`src/rtl/mdio_mon_pkg.sv`:
```
// mdio_phy_mon shared types and register field positions.
// State encoding, MDIO op bundle and PHY status decode helpers.
package mdio_mon_pkg;

  typedef enum logic [2:0] {
    ST_IDLE,
    ST_HOST_EXEC,
    ST_HOST_WAIT,
    ST_POLL_BMSR,
    ST_WAIT_BMSR,
    ST_POLL_PHYSR,
    ST_WAIT_PHYSR
  } mon_state_e;

  typedef struct packed {
    logic        rh_wl;
    logic [4:0]  addr;
    logic [15:0] wr_data;
  } mdio_op_t;

  localparam int BMSR_LINK_BIT = 2;
  localparam int PHYSR_SPD_HI  = 15;
  localparam int PHYSR_SPD_LO  = 14;
  localparam int PHYSR_DPX_BIT = 13;

  localparam logic [1:0] SPD_10   = 2'b00;
  localparam logic [1:0] SPD_100  = 2'b01;
  localparam logic [1:0] SPD_1000 = 2'b10;

  function automatic logic [1:0] physr_speed(
    input logic [15:0] r
  );
    return r[PHYSR_SPD_HI:PHYSR_SPD_LO];
  endfunction

  function automatic logic physr_duplex(
    input logic [15:0] r
  );
    return r[PHYSR_DPX_BIT];
  endfunction

endpackage

```
`src/rtl/mdio_poll_timer.sv`:
```
// Free-running poll interval counter.
// Emits a one-cycle tick on terminal count, then wraps to zero.
module mdio_poll_timer #(
  parameter logic [23:0] POLL_CYCLES = 24'd250_000
) (
  input  logic clk,
  input  logic rst_n,
  output logic tick
);

  logic [23:0] cnt;

  assign tick = (cnt == POLL_CYCLES - 24'd1);

  // count 0..POLL_CYCLES-1 and wrap
  always_ff @(posedge clk or negedge rst_n) begin
    if (!rst_n) begin
      cnt <= '0;
    end else if (tick) begin
      cnt <= '0;
    end else begin
      cnt <= cnt + 24'd1;
    end
  end

endmodule

```
`src/rtl/mdio_phy_mon.sv`:
```
// PHY status poller and host arbiter in front of one MDIO driver.
// Polls BMSR then PHYSR; alternates fairly with a single host user.
import mdio_mon_pkg::*;

module mdio_phy_mon #(
  parameter logic [23:0] POLL_CYCLES = 24'd250_000,
  parameter logic [4:0]  BMSR_ADDR   = 5'h01,
  parameter logic [4:0]  PHYSR_ADDR  = 5'h11
) (
  input  logic        clk,
  input  logic        rst_n,
  input  logic        host_req,
  input  logic        host_rh_wl,
  input  logic [4:0]  host_addr,
  input  logic [15:0] host_wr_data,
  output logic        host_ready,
  output logic        host_done,
  output logic [15:0] host_rd_data,
  output logic        host_rd_err,
  output logic        op_exec,
  output logic        op_rh_wl,
  output logic [4:0]  op_addr,
  output logic [15:0] op_wr_data,
  input  logic        op_done,
  input  logic [15:0] op_rd_data,
  input  logic        op_rd_ack,
  output logic        link_up,
  output logic [1:0]  speed,
  output logic        duplex,
  output logic        status_valid,
  output logic        phy_err
);

  mon_state_e state_q;
  mon_state_e state_d;

  logic     tick;
  logic     poll_due;
  logic     host_pend;
  logic     last_was_host;
  logic     bmsr_link_q;
  mdio_op_t host_op_q;

  logic host_acc;
  logic host_fin;
  logic bmsr_fin;
  logic physr_fin;

  assign host_acc  = host_req & host_ready;
  assign host_fin  = (state_q == ST_HOST_WAIT) & op_done;
  assign bmsr_fin  = (state_q == ST_WAIT_BMSR) & op_done;
  assign physr_fin = (state_q == ST_WAIT_PHYSR) & op_done;

  mdio_poll_timer #(
    .POLL_CYCLES(POLL_CYCLES)
  ) u_timer (
    .clk  (clk),
    .rst_n(rst_n),
    .tick (tick)
  );

  // state register
  always_ff @(posedge clk or negedge rst_n) begin
    if (!rst_n) begin
      state_q <= ST_IDLE;
    end else begin
      state_q <= state_d;
    end
  end

  // next-state: host/poll arbitration and op sequencing
  always_comb begin
    state_d = state_q;
    unique case (state_q)
      ST_IDLE: begin
        if (host_pend && poll_due) begin
          state_d = last_was_host ? ST_POLL_BMSR
                                  : ST_HOST_EXEC;
        end else if (host_pend) begin
          state_d = ST_HOST_EXEC;
        end else if (poll_due) begin
          state_d = ST_POLL_BMSR;
        end
      end
      ST_HOST_EXEC:  state_d = ST_HOST_WAIT;
      ST_HOST_WAIT:  if (op_done) state_d = ST_IDLE;
      ST_POLL_BMSR:  state_d = ST_WAIT_BMSR;
      ST_WAIT_BMSR: begin
        if (op_done) begin
          state_d = op_rd_ack ? ST_IDLE
                              : ST_POLL_PHYSR;
        end
      end
      ST_POLL_PHYSR: state_d = ST_WAIT_PHYSR;
      ST_WAIT_PHYSR: if (op_done) state_d = ST_IDLE;
      default:       state_d = ST_IDLE;
    endcase
  end

  // driver op fields: held stable from exec until done
  always_comb begin
    op_exec    = 1'b0;
    op_rh_wl   = 1'b0;
    op_addr    = '0;
    op_wr_data = '0;
    unique case (state_q)
      ST_HOST_EXEC, ST_HOST_WAIT: begin
        op_exec    = (state_q == ST_HOST_EXEC);
        op_rh_wl   = host_op_q.rh_wl;
        op_addr    = host_op_q.addr;
        op_wr_data = host_op_q.wr_data;
      end
      ST_POLL_BMSR, ST_WAIT_BMSR: begin
        op_exec    = (state_q == ST_POLL_BMSR);
        op_rh_wl   = 1'b1;
        op_addr    = BMSR_ADDR;
      end
      ST_POLL_PHYSR, ST_WAIT_PHYSR: begin
        op_exec    = (state_q == ST_POLL_PHYSR);
        op_rh_wl   = 1'b1;
        op_addr    = PHYSR_ADDR;
      end
      default: ;
    endcase
  end

  // poll request flag: a tick wins over the clear on poll start
  always_ff @(posedge clk or negedge rst_n) begin
    if (!rst_n) begin
      poll_due <= 1'b1;
    end else if (tick) begin
      poll_due <= 1'b1;
    end else if (state_q == ST_POLL_BMSR) begin
      poll_due <= 1'b0;
    end
  end

  // host request capture and ready handshake
  always_ff @(posedge clk or negedge rst_n) begin
    if (!rst_n) begin
      host_op_q  <= '0;
      host_pend  <= 1'b0;
      host_ready <= 1'b1;
    end else begin
      if (host_acc) begin
        host_op_q  <= '{rh_wl:   host_rh_wl,
                        addr:    host_addr,
                        wr_data: host_wr_data};
        host_pend  <= 1'b1;
        host_ready <= 1'b0;
      end else if (host_done) begin
        host_ready <= 1'b1;
      end
      if (state_q == ST_HOST_EXEC) begin
        host_pend <= 1'b0;
      end
    end
  end

  // host completion: result capture and done pulse
  always_ff @(posedge clk or negedge rst_n) begin
    if (!rst_n) begin
      host_done    <= 1'b0;
      host_rd_data <= '0;
      host_rd_err  <= 1'b0;
    end else begin
      host_done <= host_fin;
      if (host_fin) begin
        host_rd_data <= op_rd_data;
        host_rd_err  <= op_rd_ack;
      end
    end
  end

  // fairness bit: who got the driver last
  always_ff @(posedge clk or negedge rst_n) begin
    if (!rst_n) begin
      last_was_host <= 1'b0;
    end else if (host_fin) begin
      last_was_host <= 1'b1;
    end else if (physr_fin) begin
      last_was_host <= 1'b0;
    end
  end

  // decoded PHY status, updated atomically on poll completion
  always_ff @(posedge clk or negedge rst_n) begin
    if (!rst_n) begin
      bmsr_link_q  <= 1'b0;
      link_up      <= 1'b0;
      speed        <= SPD_10;
      duplex       <= 1'b0;
      status_valid <= 1'b0;
      phy_err      <= 1'b0;
    end else begin
      if (bmsr_fin) begin
        bmsr_link_q <= op_rd_data[BMSR_LINK_BIT];
        if (op_rd_ack) begin
          phy_err <= 1'b1;
          link_up <= 1'b0;
        end
      end
      if (physr_fin) begin
        if (!op_rd_ack) begin
          link_up      <= bmsr_link_q;
          speed        <= physr_speed(op_rd_data);
          duplex       <= physr_duplex(op_rd_data);
          status_valid <= 1'b1;
          phy_err      <= 1'b0;
        end else begin
          phy_err <= 1'b1;
          link_up <= 1'b0;
        end
      end
    end
  end

endmodule
```
`config.mk`:
```
export PLATFORM = sky130hd
export DESIGN_NAME = mdio_phy_mon
export DESIGN_NICKNAME = d
export VERILOG_FILES = /design/src/rtl/mdio_mon_pkg.sv /design/src/rtl/mdio_poll_timer.sv /design/src/rtl/mdio_phy_mon.sv
export SDC_FILE = /design/constraint.sdc
export NUM_CORES = 1
export LEC_CHECK = 0
export ABC_AREA = 1
export BUFFER_PORTS_ARGS = -buffer_cell sky130_fd_sc_hd__buf_4
export CORE_ASPECT_RATIO = 0.6
export CORE_MARGIN = 5
export CORE_UTILIZATION = 53
export DETAILED_ROUTE_END_ITERATION = 10
export PLACE_DENSITY = 0.88
export SLEW_MARGIN = 20
export SYNTH_ARGS = -nofsm -noshare
export SYNTH_HDL_FRONTEND = slang
export SYNTH_SLANG_ARGS = --single-unit
```
`constraint.sdc`:
```
create_clock -name clk -period 1.6 [get_ports clk]
set_input_delay 0.4 -clock clk [delete_from_list [all_inputs] [get_ports clk]]
set_output_delay 0.4 -clock clk [all_outputs]
set_load 0.01 [all_outputs]
```
==> results by group <==
Layout
  – Area occupied by multi-input gates: 1470 um^2
  – Area grow syn2layout: 35.3%
  – Final net count: about 600
  – Share of layout cells above drive strength 1: 0.279
  – Final core utilization: 0.740
  – Number of diodes: 0
  – Fin cells: 661
  – Fillers: between 400 and 500
  – Register Area: ~2000 um^2

Pwr
  – Peak VDD IR: ~1.1 mV
  – Standby leakage power: 2.59 nW
  – P per Cell Area: 1690 nW/um^2
  – Total power: ~8.4 mW

Critical path
  – CP endpoint kind: output pin
  – CP Max Fanout: 8
  – Reg2Reg Setup Slack: 0.14 ns
  – CP Launch Type: register
  – CP required: roughly 1.2 ns
  – WS Path Type: reg2out
  – CP Data Arrival Time: between 1.5 and 2 ns

Routing
  – Routed wire per std cell: between 15 and 20 um
  – Antenna Nets Post-Route: 0
  – Total Wirelength: about 10 mm
  – DRC Markers: 0
  – Via density: around 5.2
  – 1st-iter DRT viols: around 410
  – DR pass1 iterations: 5
  – Vias: 3440

Logic synthesis
  – Simple-Gate Fraction of Synth Area: 0.277
  – Yosys top cell area share: 0.521
  – XOR/XNOR Fraction of Synth Area: 0.0312
  – Synth Area per Inst: around 8.0 um^2
  – Part of the Yosys area used for sequential elements: 0.535
  – Main combinational cell family by area after synthesis: simple AND/OR/NAND/NOR gates
  – Post-Syn Nets: 498
  – Synth cell count leaders: 137 x nand2_1, 76 x dfrtp_1, 70 x nor2_1, 60 x inv_1, 29 x o21ai_0
  – Syn Inst Count: between 400 and 500
  – Cell Area, Synth: 3650 um^2
  – Prevailing post-synth register cell: dfrtp_1
  – Ys async rst share: 1.00
  – Adder-Cell Fraction of Synth Area: 0.00343
  – Synth unique cells: 37
  – Synth area leaders: dfrtp_1 52%, nand2_1 14%, nor2_1 7.2%
  – FF+latch count, synth: 78
  – Post-synth EDFFs: 0
  – Post-synthesis compound-gate area fraction: 0.0703
  – Multiplexer share of the synthesized area: 0
  – Synth warn: 0
  – Most common cell in the netlist: nand2_1
  – Top cell type by total area after synthesis: dfrtp_1

Clocking
  – CTS tree: done
  – Clock buffer depth: 2
  – Clk sinks: 78
  – Skew-Pair Late Insertion Delay: around 0.35 ns
  – Root Buffer: clkbuf_16
  – CTS buffer count: 9
  – CTS clk-pin slew, worst paths: 0.06 ns
  – H-tree lvl count: 3

Run
  – Max_cap viols: 0

Global routing
  – Overall Global Routing Usage: 0.240
  – Largest net degree at the start of global routing: 46
  – Initial antenna violation count: 0
  – First-pass GRT wire length: roughly 16 mm
  – Vias in the first global route: approximately 3.4k
  – Grt ovf: 0

Status
  – Failing checks: negative setup slack
  – Status: finished with violations

Timing
  – Fmax achieved: roughly 0.52 GHz
  – Tcrit/Tclk final: 1.21
  – Slew HR: 0.730
  – Final hold vios: 0
  – Slew Viols, Final: 0
  – Unrepaired setup endpoints after global routing: yes
  – Final min period: approximately 1.9 ns
  – Total Neg Setup Slack: -7.06 ns
  – Slew @ Worst Pin: 0.405 ns
  – Setup Skew: a little under 0.005 ns
  – Finish-stage setup viols: 23
  – Fin worst setup slack: -0.337 ns

Place
  – PortBufs: 90
  – Placed cell count: 639
  – HPWL after DPL: about 7.3 mm
  – GP Congestion: between 0.8 and 0.9

Floorplanning
  – Die footprint: 8700 um^2
  – Rows: 23
  – Top-Level Pins: 91
  – Initial Utilization: 0.547
  – Die Wd: 117 um
  – Core area: 6680 um^2
  – Die Ht: ~74 um

Min path
  – Hold/Removal Path Class: in2reg
## kinds of logic after synthesis
family,count (synthesis)
flip-flops,78
adder cells (fa/ha/maj),1
AO/OA/AOI/OAI,48
XOR/XNOR,13
AND/OR/NAND/NOR,240
buffers and inverters,74
## worst paths after layout
kind,depth (start not counted),end,from
min in group asynchronous,2,host_op_q[19]$_DFFE_PN0P_,rst_n
min reg2reg,1,status_valid$_DFFE_PN0P_,status_valid$_DFFE_PN0P_
max in group asynchronous,3,poll_due$_DFFE_PN1P_,rst_n
max,6,op_addr[0],state_q[1]$_DFFE_PN0P_
min,3,host_rd_data[4]$_DFFE_PN0P_,op_rd_data[4]
max reg2reg,7,link_up$_DFFE_PN0P_,state_q[1]$_DFFE_PN0P_
## critical path, stage by stage, from the launching register on
cell	delay (ns)
dfrtp_2	0.45
nand2_4	0.10
inv_4	0.05
o21ai_4	0.21
buf_6	0.17
o21ai_2	0.06
buf_4	0.14
## sequential cells by signal, summed over array words and instances, names as in the netlist
| signal | count |
|---|---|
| host_op_q | 22 |
| host_rd_data | 16 |
| host_pend | 1 |
| link_up | 1 |
| state_q | 3 |
| bmsr_link_q | 1 |
| speed | 2 |
| host_done | 1 |
| last_was_host | 1 |
| status_valid | 1 |
| phy_err | 1 |
| host_ready | 1 |
| duplex | 1 |
| poll_due | 1 |
| host_rd_err | 1 |
| u_timer.cnt | 24 |
## per-layer routing
metal | vias up | global-route usage | share of wire
met2 | 142 | 0.381 | 0.48
met4 | 0 | 0.104 | 0.027
li1 | 1616 | - | -
met5 | - | 0 | 0
met1 | 1658 | 0.309 | 0.42
met3 | 24 | 0.0740 | 0.074
## through the flow
stage	area (um^2)	hold WS [ns]	worst slack, ns
after global placement	4520	0.345	0.0470
final	4940	0.243	-0.337
after CTS	4890	0.240	-0.301
after global routing	4940	0.247	-0.390
after floorplan	3650	0.104	0.0613
after detailed placement	4520	0.354	-0.0607
## cell type report
type / instances / share of cell area
flip-flops and latches: 78 / 0.396
multi-input cells: 302 / 0.297
repair buffers: 113 / 0.179
inverters: 65 / 0.0502
clock buffers: 9 / 0.0456
well taps: 87 / 0.0220
clock inverters: 7 / 0.0101
## power by group
part	leakage, nW	internal (mW)	switching, mW
logic	1.48	1.60	1.96
clock network	0.128	1.05	0.832
registers	0.985	2.61	0.312
total	2.59	5.26	3.10
## placed cells by master (no fill, tap or decap), drive strengths merged, types with 3 or more instances in the layout
master    count
xnor2         5
a21oi         3
dfrtp        76
clkinvlp      3
nand2       139
nand3        17
buf         112
inv          64
clkinv        5
clkbuf        9
o21ai        39
nor2         75
xor2          8
## repair_timing
action                                  CTS  global route
endpoints found under the setup margin   23            28
pin swaps                                 6             3
gates resized for setup                  20             8
hold endpoints to repair                 25             0
cloned                                    1             0
hold buffers                              1             0
buffers inserted                          2             2
Power figures use the tool's default switching activity.
